**src/rtl/mux16_serializer_if.sv**
```systemverilog
// Handshake and mux16 side-channel bundle for mux16_serializer.
// The master side is the surroundings (upstream, downstream and mux16); the slave side is the serializer.
interface mux16_serializer_if;
  logic        load_valid;
  logic [15:0] load_data;
  logic        load_ready;
  logic [3:0]  mux_sel;
  logic [15:0] mux_src;
  logic        mux_result;
  logic        ser_valid;
  logic        ser_bit;
  logic        ser_last;
  logic        ser_ready;
  logic        busy;

  modport master (
    output load_valid, load_data, ser_ready, mux_result,
    input  load_ready, mux_sel, mux_src, ser_valid, ser_bit, ser_last, busy
  );

  modport slave (
    input  load_valid, load_data, ser_ready, mux_result,
    output load_ready, mux_sel, mux_src, ser_valid, ser_bit, ser_last, busy
  );
endinterface

```
**src/rtl/mux16_serializer.sv**
```systemverilog
// Word-to-bit sequencer in front of mux16: holds the active word on src, walks sel 0..15,
// and returns mux16's result as a handshaked LSB-first bit stream with a one-word pending buffer.
module mux16_serializer (
  input  logic              clk,
  input  logic              rst,
  mux16_serializer_if.slave bus
);

  typedef enum logic {IDLE, SHIFT} state_e;

  state_e      state_q, state_d;
  logic [15:0] hold_q, hold_d;
  logic [15:0] next_q, next_d;
  logic [3:0]  sel_q, sel_d;
  logic        next_full_q, next_full_d;

  logic load_ready;
  logic load_fire;
  logic bit_fire;
  logic at_last;

  assign load_ready = (state_q == IDLE) || !next_full_q;
  assign load_fire  = bus.load_valid && load_ready;
  assign bit_fire   = (state_q == SHIFT) && bus.ser_ready;
  assign at_last    = (sel_q == 4'd15);

  // NOTE: every signal written here gets its default first, so no path leaves one unassigned and a latch cannot be inferred.
  always_comb begin
    state_d     = state_q;
    hold_d      = hold_q;
    next_d      = next_q;
    sel_d       = sel_q;
    next_full_d = next_full_q;

    case (state_q)
      IDLE: begin
        if (load_fire) begin
          hold_d  = bus.load_data;
          sel_d   = 4'd0;
          state_d = SHIFT;
        end
      end

      SHIFT: begin
        if (bit_fire && at_last) begin
          sel_d = 4'd0;
          // A pending word wins; only with next_q empty can a same-cycle load bypass it.
          if (next_full_q) begin
            hold_d      = next_q;
            next_full_d = 1'b0;
          end else if (load_fire) begin
            hold_d = bus.load_data;
          end else begin
            state_d = IDLE;
          end
        end else begin
          if (bit_fire) begin
            sel_d = sel_q + 4'd1;
          end
          if (load_fire) begin
            next_d      = bus.load_data;
            next_full_d = 1'b1;
          end
        end
      end

      default: state_d = IDLE;
    endcase
  end

  // NOTE: state registers use non-blocking assignments so every flop samples pre-edge values regardless of statement order.
  always_ff @(posedge clk or posedge rst) begin
    if (rst) begin
      state_q     <= IDLE;
      hold_q      <= '0;
      next_q      <= '0;
      sel_q       <= '0;
      next_full_q <= 1'b0;
    end else begin
      state_q     <= state_d;
      hold_q      <= hold_d;
      next_q      <= next_d;
      sel_q       <= sel_d;
      next_full_q <= next_full_d;
    end
  end

  assign bus.load_ready = load_ready;
  assign bus.mux_sel    = sel_q;
  assign bus.mux_src    = hold_q;
  assign bus.ser_valid  = (state_q == SHIFT);
  assign bus.ser_bit    = bus.mux_result;
  assign bus.ser_last   = (state_q == SHIFT) && at_last;
  assign bus.busy       = (state_q == SHIFT);

endmodule
```
**src/flat_wrapper.sv**
```systemverilog
// flat-port wrapper written by rule: the top's interface ports become plain ports
module mux16_serializer_flat 
  (clk, rst, bus_load_valid, bus_load_data, bus_ser_ready, bus_mux_result, bus_load_ready, bus_mux_sel, bus_mux_src, bus_ser_valid, bus_ser_bit, bus_ser_last, bus_busy);
  mux16_serializer_if bus_i ();
  input  logic clk;
  input  logic rst;
  input wire logic [$bits(bus_i.load_valid)-1:0] bus_load_valid;
  input wire logic [$bits(bus_i.load_data)-1:0] bus_load_data;
  input wire logic [$bits(bus_i.ser_ready)-1:0] bus_ser_ready;
  input wire logic [$bits(bus_i.mux_result)-1:0] bus_mux_result;
  output wire logic [$bits(bus_i.load_ready)-1:0] bus_load_ready;
  output wire logic [$bits(bus_i.mux_sel)-1:0] bus_mux_sel;
  output wire logic [$bits(bus_i.mux_src)-1:0] bus_mux_src;
  output wire logic [$bits(bus_i.ser_valid)-1:0] bus_ser_valid;
  output wire logic [$bits(bus_i.ser_bit)-1:0] bus_ser_bit;
  output wire logic [$bits(bus_i.ser_last)-1:0] bus_ser_last;
  output wire logic [$bits(bus_i.busy)-1:0] bus_busy;
  assign bus_i.load_valid = bus_load_valid;
  assign bus_i.load_data = bus_load_data;
  assign bus_i.ser_ready = bus_ser_ready;
  assign bus_i.mux_result = bus_mux_result;
  assign bus_load_ready = bus_i.load_ready;
  assign bus_mux_sel = bus_i.mux_sel;
  assign bus_mux_src = bus_i.mux_src;
  assign bus_ser_valid = bus_i.ser_valid;
  assign bus_ser_bit = bus_i.ser_bit;
  assign bus_ser_last = bus_i.ser_last;
  assign bus_busy = bus_i.busy;
  mux16_serializer u_core (.clk(clk), .rst(rst), .bus(bus_i));
endmodule
```
**config.mk**
```make
export PLATFORM = sky130hd
export DESIGN_NAME = mux16_serializer_flat
export DESIGN_NICKNAME = d
export VERILOG_FILES = /design/src/rtl/mux16_serializer_if.sv /design/src/rtl/mux16_serializer.sv /design/src/flat_wrapper.sv
export SDC_FILE = /design/constraint.sdc
export NUM_CORES = 1
export LEC_CHECK = 0
export BUFFER_PORTS_ARGS = -buffer_cell sky130_fd_sc_hd__buf_2
export CAP_MARGIN = 15
export CORE_UTILIZATION = 51
export CTS_BUF_LIST = sky130_fd_sc_hd__clkbuf_4 sky130_fd_sc_hd__clkbuf_8 sky130_fd_sc_hd__clkbuf_16
export CTS_CLUSTER_SIZE = 30
export DETAILED_ROUTE_END_ITERATION = 8
export GPL_ROUTABILITY_DRIVEN = 0
export PLACE_DENSITY = 0.78
export SYNTH_ARGS = -nofsm -noshare
export SYNTH_HDL_FRONTEND = slang
export SYNTH_SLANG_ARGS = --single-unit
```
**constraint.sdc**
```tcl
create_clock -name clk -period 1.9 [get_ports clk]
set_input_delay 0.38 -clock clk [delete_from_list [all_inputs] [get_ports clk]]
set_output_delay 0.38 -clock clk [all_outputs]
set_load 0.02 [all_outputs]
```
==> results_dict.tcl, run 1 <==
set metrics [dict create \
    status "completed" \
    drive_gt1_share_pct 45.56 \
    drt-pass1-iter-count 4 \
    grt_max_degree 39 \
    ys_top_cells_by_area "dfrtp_1 57%, mux2_4 9.0%, a2bb2oi_1 7.9%, o22ai_1 6.4%, mux2_2 4.1%" \
    final_hold_viol_count 0 \
    ctsHoldBuffers 0 \
    clockBufferDepth 2 \
    max_slew_margin_pct 69.02 \
    cts_setup_buffers 0 \
    fin_ws_ns 0.1050 \
    diodes 0 \
    synth_top_area_share_pct 57.32 \
    setup_viol 0 \
    top_usage_layer "met2" \
    core_um2 3078 \
    synthArstFlopShare_pct 100.0 \
    clkSlewWorstSetupHoldPaths_ns 0.11 \
    cts_root_buf "clkbuf_4" \
    synth-edff-count 0 \
    synth_fp_nets 147 \
    grt_overflow_total 0 \
    met1_usage_pct 29.13 \
    syn_area_per_cell_um2 13.27 \
    die_x_um 59.04 \
    syn_to_final_growth_pct 20.14 \
    antenna_found_initial 0 \
    clkSinkCount 38 \
    max_freq_ghz 0.5571 \
    insertion_delay_ns 0.35 \
    grt_util_all_layers_pct 21.12 \
    dieHeight_um 59.04 \
    portBuffers 43 \
    synth-warning-count 0 \
    syn-cell-area_um2 1659 \
    cts_made_buffers 5 \
    vias_per_cell 5.587 \
    met2_usage_pct 30.68 \
    timing.setup.critical_path_class "reg2out" \
    syn_inst 125 \
    hpwl_um 2200 \
    worstHoldPathType "in2async" \
    dieArea_um2 3485 \
    p_per_area_nw_per_um2 1630 \
    combinationalPowerShare_pct 38.7 \
    first_iter_violations 63 \
    place_area_um2 1898 \
    p_int_mw 2.132 \
    drv_slew 0 \
    synth_top_flop_cell "dfrtp_1" \
    ys_seq_elements 38 \
    power_mw 3.249 \
    final_cell_area_um2 1993 \
    vdd.ir_drop.worst_mv 0.7374 \
    ys_seq_area_share_pct 57.32 \
    p_seq_share_pct 44.0 \
    synth_area_leader_cell "dfrtp_1" \
    ant_nets 0 \
    boundaryPins 46 \
    cp-start-kind "register" \
    wl_per_cell_um 15.82 \
    pre_cts_slack_ns 0.1712 \
    skew_ns 0.01337 \
    cp-end-kind "output pin" \
    holdWs_ns 0.1227 \
    post-route-period-util_pct 94.48 \
    tightestPinTransition_ns 0.4647 \
    wl_um 3370 \
    crit_required_ns 1.52 \
    cts_max_level 2 \
    rsz0062_at_grt "no" \
    layout_common_cells "43 x buf_2, 37 x dfrtp_1, 17 x o22ai_1" \
    initial_core_util_pct 53.90 \
    swShare_pct 34.37 \
    p_leak_nw 0.9504 \
    vias 1190 \
    maxCapViolCount 0 \
    grt_util_met3_pct 4.585 \
    synth_cell_types 27 \
    layout_commonest_cell "buf_2" \
    final.min_clock_period_ns 1.795 \
    grt_pass1_wl_um 5319 \
    grt_pass1_vias 1151 \
    num_rows 20 \
    crit_arrival_ns 1.42 \
    crit_fanout 5 \
    power.switching_mw 1.117 \
    drc 0 \
    final.setup.tns_ns 0 \
    cts_tree "built" \
    layout.nets 191 \
    p_clk_share_pct 17.3 \
]
## worst max-delay path: stages, from the launching register on
cell and delay, ns:
dfrtp_1 0.46, ha_4 0.18, and4_1 0.25, buf_2 0.18
## final cells by class
type	instances	area (um^2)
clock buffers	6	51.30
clock inverters	1	30.03
fillers	236	1085
inverters	2	7.507
multi-input cells	74	644.4
flip-flops and latches	38	952.2
well taps	44	55.05
repair buffers	48	252.7
## metal layers
metal,vias to the layer above,routed length (um),part of all wire [%]
li1,562,-,-
met1,587,1587,47
met2,34,1580,47
met3,7,140,4.2
met4,0,62,1.8
met5,-,0,0
## kinds of logic after synthesis
group | after synthesis | share of synthesized area, %
buf+inv | 13 | 4.600
simple gates | 12 | 4.223
fa+ha+maj | 1 | 0.7540
compound gates | 44 | 19.38
mux | 17 | 13.72
flops | 38 | 57.32
## sequential cells by signal, summed over array words and instances, names as in the netlist
name	count
u_core.next_full_q	1
u_core.bus.mux_sel	4
u_core.bus.mux_src	16
u_core.bus.busy	1
u_core.next_q	16
## through the flow
step / std cells / util [%]
final: 213 / 64.76
after detailed placement: 206 / 61.67
after global placement: 206 / 61.67
after CTS: 213 / 64.31
after floorplan: 125 / -
after global routing: 213 / 64.76
## cells in the mapped netlist, types with 2 or more instances
cell / instances
a21oi_1: 4
a2bb2oi_1: 15
a31oi_1: 2
buf_2: 4
buf_4: 2
buf_6: 2
clkbuf_1: 3
dfrtp_1: 38
inv_1: 2
mux2_2: 6
mux2_4: 10
nand2_1: 6
o22ai_1: 17
## power groups by stage
stage               registers (mW)  clock network, mW  logic [mW]
detailed placement            1.43                  0        1.25
finish                        1.43              0.562        1.26
global placement              1.41                  0        1.23
floorplan                     1.65                  0       0.652
CTS                           1.42              0.580        1.26
global route                  1.47              0.614        1.35
## repair_timing
action                     4_1_cts  5_1_grt
hold endpoints to repair         0        0
gates resized for setup          0        3
setup endpoints to repair        0        1
## worst paths after layout
| kind | depth (start not counted) | from | slack [ns] | to |
|---|---|---|---|---|
| min in group clk | 2 | bus_load_data[8] | 0.27 | u_core.next_q[8] |
| min | 3 | rst | 0.12 | u_core.next_q[9] |
| max reg2reg | 4 | u_core.bus.mux_sel[0] | 0.19 | u_core.next_q[12] |
| min reg2reg | 1 | u_core.bus.mux_src[7] | 0.51 | u_core.bus.mux_src[7] |
| max | 3 | u_core.bus.mux_sel[0] | 0.10 | bus_ser_last |
| max in group asynchronous | 3 | rst | 1.43 | u_core.bus.busy |
Note: power is estimated with default switching activity, not from simulation.
==> run 2: changes to the inputs <==
--- a/config.mk
+++ b/config.mk
@@ -5,14 +5,14 @@
 export SDC_FILE = /design/constraint.sdc
 export NUM_CORES = 1
 export LEC_CHECK = 0
-export BUFFER_PORTS_ARGS = -buffer_cell sky130_fd_sc_hd__buf_2
+export BUFFER_PORTS_ARGS = -buffer_cell sky130_fd_sc_hd__buf_4
 export CAP_MARGIN = 15
-export CORE_UTILIZATION = 51
+export CORE_UTILIZATION = 50
 export CTS_BUF_LIST = sky130_fd_sc_hd__clkbuf_4 sky130_fd_sc_hd__clkbuf_8 sky130_fd_sc_hd__clkbuf_16
 export CTS_CLUSTER_SIZE = 30
 export DETAILED_ROUTE_END_ITERATION = 8
 export GPL_ROUTABILITY_DRIVEN = 0
-export PLACE_DENSITY = 0.78
+export PLACE_DENSITY = 0.77
 export SYNTH_ARGS = -nofsm -noshare
 export SYNTH_HDL_FRONTEND = slang
 export SYNTH_SLANG_ARGS = --single-unit
==> run 2 against run 1 <==
Compared with the run above:
- clock power down 28%
- maximum frequency down 1.6%
- sequential share of layout area down 1.7 points
- critical path depth unchanged
- worst setup slack worse by 0.029 ns
- clock skew down 0.0071 ns
- routed wire length up 5.7%
- register-to-register slack worse by 0.03 ns
- sequential cell count unchanged
- die area up 1.9%
- count of clock-buffer cells in the layout unchanged
- critical path type unchanged
- non-clock buffer count up 1
==> results_dict.tcl, run 2 (synthesis gave the netlist of run 1 again) <==
set metrics [dict create \
    multi_input_area_um2 634.4 \
    drc 0 \
    r2r_cells 4 \
    cts_tree "built" \
    path_cells "ha_2, and4_1, buf_4" \
    maxCapViolCount 0 \
    wl_per_cell_um 16.73 \
    die_x_um 59.61 \
    max_freq_ghz 0.5483 \
    final.setup.tns_ns 0 \
    final.min_clock_period_ns 1.824 \
    wl_um 3563 \
    cp-end-kind "output pin" \
    r2r_slack_ns 0.16 \
    num_rows 20 \
    grt_pass1_vias 1239 \
    clockBufferDepth 2 \
    syn_to_final_growth_pct 24.66 \
    grt_max_degree 39 \
    rsz0062_at_grt "no" \
    cts_made_buffers 5 \
    setup.worst_path.start "u_core.bus.mux_sel[0]" \
    p_per_area_nw_per_um2 1563 \
    vdd.ir_drop.worst_mv 0.8569 \
    nFillCells 248 \
    place_area_um2 2013 \
    pre_cts_slack_ns 0.1300 \
    crit_required_ns 1.52 \
    drv_slew 0 \
    rr_endpoint "u_core.next_q[11]" \
    dieHeight_um 59.61 \
    ant_nets 0 \
    grt_overflow_total 0 \
    core_um2 3103 \
    antenna_found_initial 0 \
    cts_setup_buffers 0 \
    grt_util_all_layers_pct 22.60 \
    final_cell_area_um2 2068 \
    cts_root_buf "clkbuf_4" \
    cp-start-kind "register" \
    initial_core_util_pct 53.47 \
    grt_pass1_wl_um 5809 \
    vias_per_cell 5.784 \
    crit_arrival_ns 1.44 \
    clkSinkCount 38 \
    p_leak_nw 0.9755 \
    final_hold_viol_count 0 \
    layout_common_cells "49 x buf_4, 37 x dfrtp_1, 17 x o22ai_1" \
    layout.nets 192 \
    vias 1232 \
    hpwl_um 2474 \
    status "completed" \
    fin_ws_ns 0.07612 \
    crit_fanout 5 \
    insertion_delay_ns 0.33 \
    crit_path_top_delay_cell "dfrtp_1" \
    cts_max_level 2 \
    skew_ns 0.006316 \
    layout_commonest_cell "buf_4" \
    portBuffers 43 \
    crit_family "flip-flops" \
    drive_gt1_share_pct 45.56 \
    drt-pass1-iter-count 4 \
    reg2reg_from "u_core.bus.mux_sel[0]" \
    final-seq-area_um2 952.2 \
    boundaryPins 46 \
    diodes 0 \
    slowest_delay_ns 0.44 \
    timing.setup.critical_path_class "reg2out" \
    post-route-period-util_pct 95.99 \
    clkSlewWorstSetupHoldPaths_ns 0.10 \
    path_buf_inv 1 \
    dieArea_um2 3553 \
    first_iter_violations 71 \
    setup_viol 0 \
    max_slew_margin_pct 69.22 \
    worstHoldPathType "in2async" \
    tightestPinTransition_ns 0.4617 \
]
run 2: cell count changes in the layout (fill, tap and decap cells not counted), sizes merged:
cell,change
buf,+1
bufinv,-1
run 2: routing by layer:
metal / global-route usage, % / up-vias / wire (um)
met2: 38.84 / 32 / 1845
met1: 27.82 / 630 / 1545
li1: - / 563 / -
met4: 6.977 / 0 / 36
met3: 5.895 / 7 / 135
met5: 0 / - / 0
run 2: stage by stage:
stage	total power, mW	utilization (%)	hold slack [ns]	std cells
floorplan	2.305	-	0.4657	125
detailed placement	2.842	64.88	0.4957	207
global route	3.426	66.65	0.1887	213
CTS	3.245	66.53	0.1637	213
global placement	2.780	64.88	0.4844	207
finish	3.233	66.65	0.1600	213
run 2: cell type report:
type	instances	share of cell area, %
flip-flops and latches	38	46.04
well taps	44	2.662
inverters	2	0.3630
repair buffers	49	17.79
multi-input cells	74	30.67
clock buffers	6	2.480
run 2: worst max-delay path by stage:
| stage | endpoint | slack (ns) | cells past startpoint |
|---|---|---|---|
| after floorplan | u_core.next_q[0] | 0.11 | 6 |
| after global routing | bus_ser_last | 0.008 | 3 |
| after detailed placement | u_core.next_q[10] | 0.13 | 4 |
| after global placement | u_core.next_q[11] | 0.20 | 4 |
| after CTS | bus_ser_last | 0.02 | 3 |
| final | bus_ser_last | 0.08 | 3 |
run 2: worst register-to-register path: cells and delay by family, from the launching register on:
family	cells	cell delay, ns
simple gates	2	0.57
flops	1	0.45
mux	1	0.38
fa+ha+maj	1	0.24
run 2: report_power, final:
group	switching, mW	internal [mW]
sequential	0.256	1.19
clock	0.235	0.167
combinational	0.624	0.764
total	1.12	2.12
run 2: repair_timing:
action                                  4_1_cts  5_1_grt
endpoints found under the setup margin        0        1
resized for setup                             0        2
hold buffers                                  0        0
==> run 3: changes to the inputs <==
--- a/config.mk
+++ b/config.mk
@@ -5,6 +5,7 @@
 export SDC_FILE = /design/constraint.sdc
 export NUM_CORES = 1
 export LEC_CHECK = 0
+export ABC_AREA = 1
 export BUFFER_PORTS_ARGS = -buffer_cell sky130_fd_sc_hd__buf_4
 export CAP_MARGIN = 15
 export CORE_UTILIZATION = 50
@@ -12,7 +13,7 @@
 export CTS_CLUSTER_SIZE = 30
 export DETAILED_ROUTE_END_ITERATION = 8
 export GPL_ROUTABILITY_DRIVEN = 0
-export PLACE_DENSITY = 0.77
+export PLACE_DENSITY = 0.74
 export SYNTH_ARGS = -nofsm -noshare
 export SYNTH_HDL_FRONTEND = slang
 export SYNTH_SLANG_ARGS = --single-unit
==> run 3 against run 2 <==
Compared with the run above:
- via count increased by 60%
- critical endpoint unchanged
- power increased by 12%
- clock power increased by 40%
- first-iteration DRC count up 39%
- global-route usage increased by 1.7 points
- register-to-register slack gained 0.09 ns
- worst hold slack better by 0.056 ns
- area after synthesis rose by 30%
- sequential cell count unchanged
- sequential share of layout area shrank 9.0 points
- critical path depth up 1
==> results_dict.tcl, run 3 <==
set metrics [dict create \
    status "completed" \
    path_depth 4 \
    synth-warning-count 0 \
    worstHoldPathType "in2async" \
    hpwl_um 3209 \
    grt_overflow_total 0 \
    dieHeight_um 67.80 \
    wl_per_cell_um 12.24 \
    cts_made_buffers 5 \
    synthArstFlopShare_pct 100.0 \
    post-synth-top-count-cell "nand2_1" \
    vias 1976 \
    layout.nets 366 \
    met2_usage_pct 42.70 \
    slowest_delay_ns 0.39 \
    synth_area_leader_cell "dfrtp_1" \
    clkSinkCount 38 \
    boundaryPins 46 \
    dieArea_um2 4596 \
    clockBufferDepth 2 \
    rr_endpoint "u_core.next_q[15]" \
    top_usage_layer "met2" \
    max_freq_ghz 0.5597 \
    ys_seq_elements 38 \
    setup.worst_path.end "bus_ser_last" \
    p_leak_nw 1.491 \
    synth_top_flop_cell "dfrtp_1" \
    synth-edff-count 0 \
    drv_slew 0 \
    final.setup.tns_ns 0 \
    syn_to_final_growth_pct 18.61 \
    crit_fanout 4 \
    drt-pass1-iter-count 4 \
    grt_max_degree 39 \
    drc 0 \
    wl_um 4811 \
    cts_setup_buffers 0 \
    crit_required_ns 1.52 \
    die_x_um 67.80 \
    crit_family "flip-flops" \
    r2r_slack_ns 0.25 \
    reg2reg_from "u_core.bus.mux_sel[0]" \
    insertion_delay_ns 0.29 \
    clkSlewWorstSetupHoldPaths_ns 0.07 \
    synth_top_area_share_pct 43.93 \
    num_rows 23 \
    final_hold_viol_count 0 \
    vias_per_cell 5.028 \
    syn_inst 305 \
    path_cells "ha_1, nand3_1, nor2_2, buf_4" \
    synth_cell_types 23 \
    grt_pass1_vias 1846 \
    setup.worst_path.start "u_core.bus.mux_sel[0]" \
    path_buf_inv 1 \
    cp-start-kind "register" \
    ys_seq_area_share_pct 43.93 \
    rsz0062_at_grt "no" \
    syn-cell-area_um2 2165 \
    synth_fp_nets 327 \
    core_um2 4086 \
    vdd.ir_drop.worst_mv 0.6724 \
    final.min_clock_period_ns 1.787 \
    diodes 0 \
    drive_gt1_share_pct 18.66 \
    syn_area_per_cell_um2 7.097 \
    first_iter_violations 99 \
    crit_arrival_ns 1.41 \
    post-route-period-util_pct 94.03 \
    met1_usage_pct 28.74 \
    grt_pass1_wl_um 8217 \
    synth_common_cells "110 x nand2_1, 40 x inv_1, 38 x dfrtp_1" \
    timing.setup.critical_path_class "reg2out" \
    grt_util_all_layers_pct 24.30 \
    r2r_cells 7 \
    setup_viol 0 \
    cts_tree "built" \
    cp-end-kind "output pin" \
    antenna_found_initial 0 \
    ys_top_cells_by_area "dfrtp_1 44%, nand2_1 19%, nand3_1 8.3%, inv_1 6.9%, nor2_1 6.1%" \
    skew_ns 0.002527 \
    initial_core_util_pct 52.97 \
    grt_util_met3_pct 5.743 \
    maxCapViolCount 0 \
    tightestPinTransition_ns 0.5080 \
    cts_max_level 2 \
    portBuffers 43 \
    holdWs_ns 0.2156 \
    max_slew_margin_pct 66.14 \
    crit_path_top_delay_cell "dfrtp_1" \
    layout_commonest_cell "nand2_1" \
    cts_root_buf "clkbuf_8" \
    layout_common_cells "110 x nand2_1, 49 x buf_4, 40 x inv_1" \
    ant_nets 0 \
    p_per_area_nw_per_um2 1411 \
]
[run 3: cell count changes after synthesis, sizes merged, moves of 2 or more]
cell,before,now
nand2,6,112
inv,2,42
nand3,1,37
nor2,1,36
mux2,16,0
o22ai,17,1
a2bb2oi,15,0
nand4,1,16
buf,8,16
a21oi,5,2
a31oi,2,0
and4,2,0
clkbuf,3,1
[run 3: worst min path at each step]
stage	slack [ns]	end	depth (start not counted)	startpoint
6_report	0.22	u_core.bus.mux_sel[3]	3	rst
4_1_cts	0.23	u_core.bus.mux_src[15]	3	rst
3_3_place_gp	0.45	u_core.next_q[15]	2	u_core.next_q[15]
2_1_floorplan	0.43	u_core.next_q[15]	2	u_core.next_q[15]
5_1_grt	0.27	u_core.bus.busy	3	rst
3_5_place_dp	0.46	u_core.next_q[7]	2	u_core.next_q[7]
[run 3: cell families (layout without fill, tap and decap cells)]
kind of cell / Yosys count / after routing / share of synthesized area (%)
AO/OA/AOI/OAI: 5 / 5 / 2.370
adder cells (fa/ha/maj): 1 / 1 / 0.5779
buffers and inverters: 59 / 97 / 12.60
flip-flops: 38 / 38 / 43.93
AND/OR/NAND/NOR: 202 / 202 / 40.52
[run 3: power by group]
| part | leakage [nW] | switching (mW) | internal, mW |
|---|---|---|---|
| Sequential | 0.469 | 0.257 | 1.16 |
| Combinational | 0.979 | 0.973 | 0.671 |
| Clock | 0.0431 | 0.282 | 0.280 |
[run 3: metrics by stage]
| stage | cells | power, mW | utilization [%] | instance area (um^2) | setup WS (ns) |
|---|---|---|---|---|---|
| 6_report | 393 | 3.623 | 62.83 | 2567 | 0.1134 |
| 5_1_grt | 393 | 3.931 | 62.83 | 2567 | 0.02978 |
| 4_1_cts | 393 | 3.661 | 62.77 | 2565 | 0.06178 |
| 3_5_place_dp | 387 | 3.083 | 60.75 | 2482 | 0.2688 |
| 3_3_place_gp | 387 | 3.025 | 60.75 | 2482 | 0.3228 |
| 2_1_floorplan | 305 | 2.548 | - | 2165 | 0.3009 |
[run 3: routing by layer]
layer  vias to the layer above  wire length (um)
met5                         -                 0
met4                         0                65
met3                         7               270
met2                        55              2331
met1                       902              2143
li1                       1012                 -
[run 3: worst register-to-register path: cells and delay by family (launching register included)]
family                     cells  cell delay, ns
and+or+nand+nor                5            0.79
DFF                            1            0.41
adders and majority gates      1            0.23
buffers and inverters          1            0.11
[run 3: cell type report]
| cell class | count | area [um^2] |
|---|---|---|
| Timing Repair Buffer | 49 | 367.9 |
| Multi-Input combinational cell | 208 | 943.4 |
| Sequential cell | 38 | 950.9 |
| Fill cell | 392 | 1519 |
| Inverter | 42 | 160.2 |
| Tap cell | 50 | 62.56 |
| Clock buffer | 6 | 82.58 |
[run 3: what timing repair did]
item / 4_1_cts / 5_1_grt
resized for setup: 0 / 1
hold buffers: 0 / 0
endpoints found under the setup margin: 0 / 1
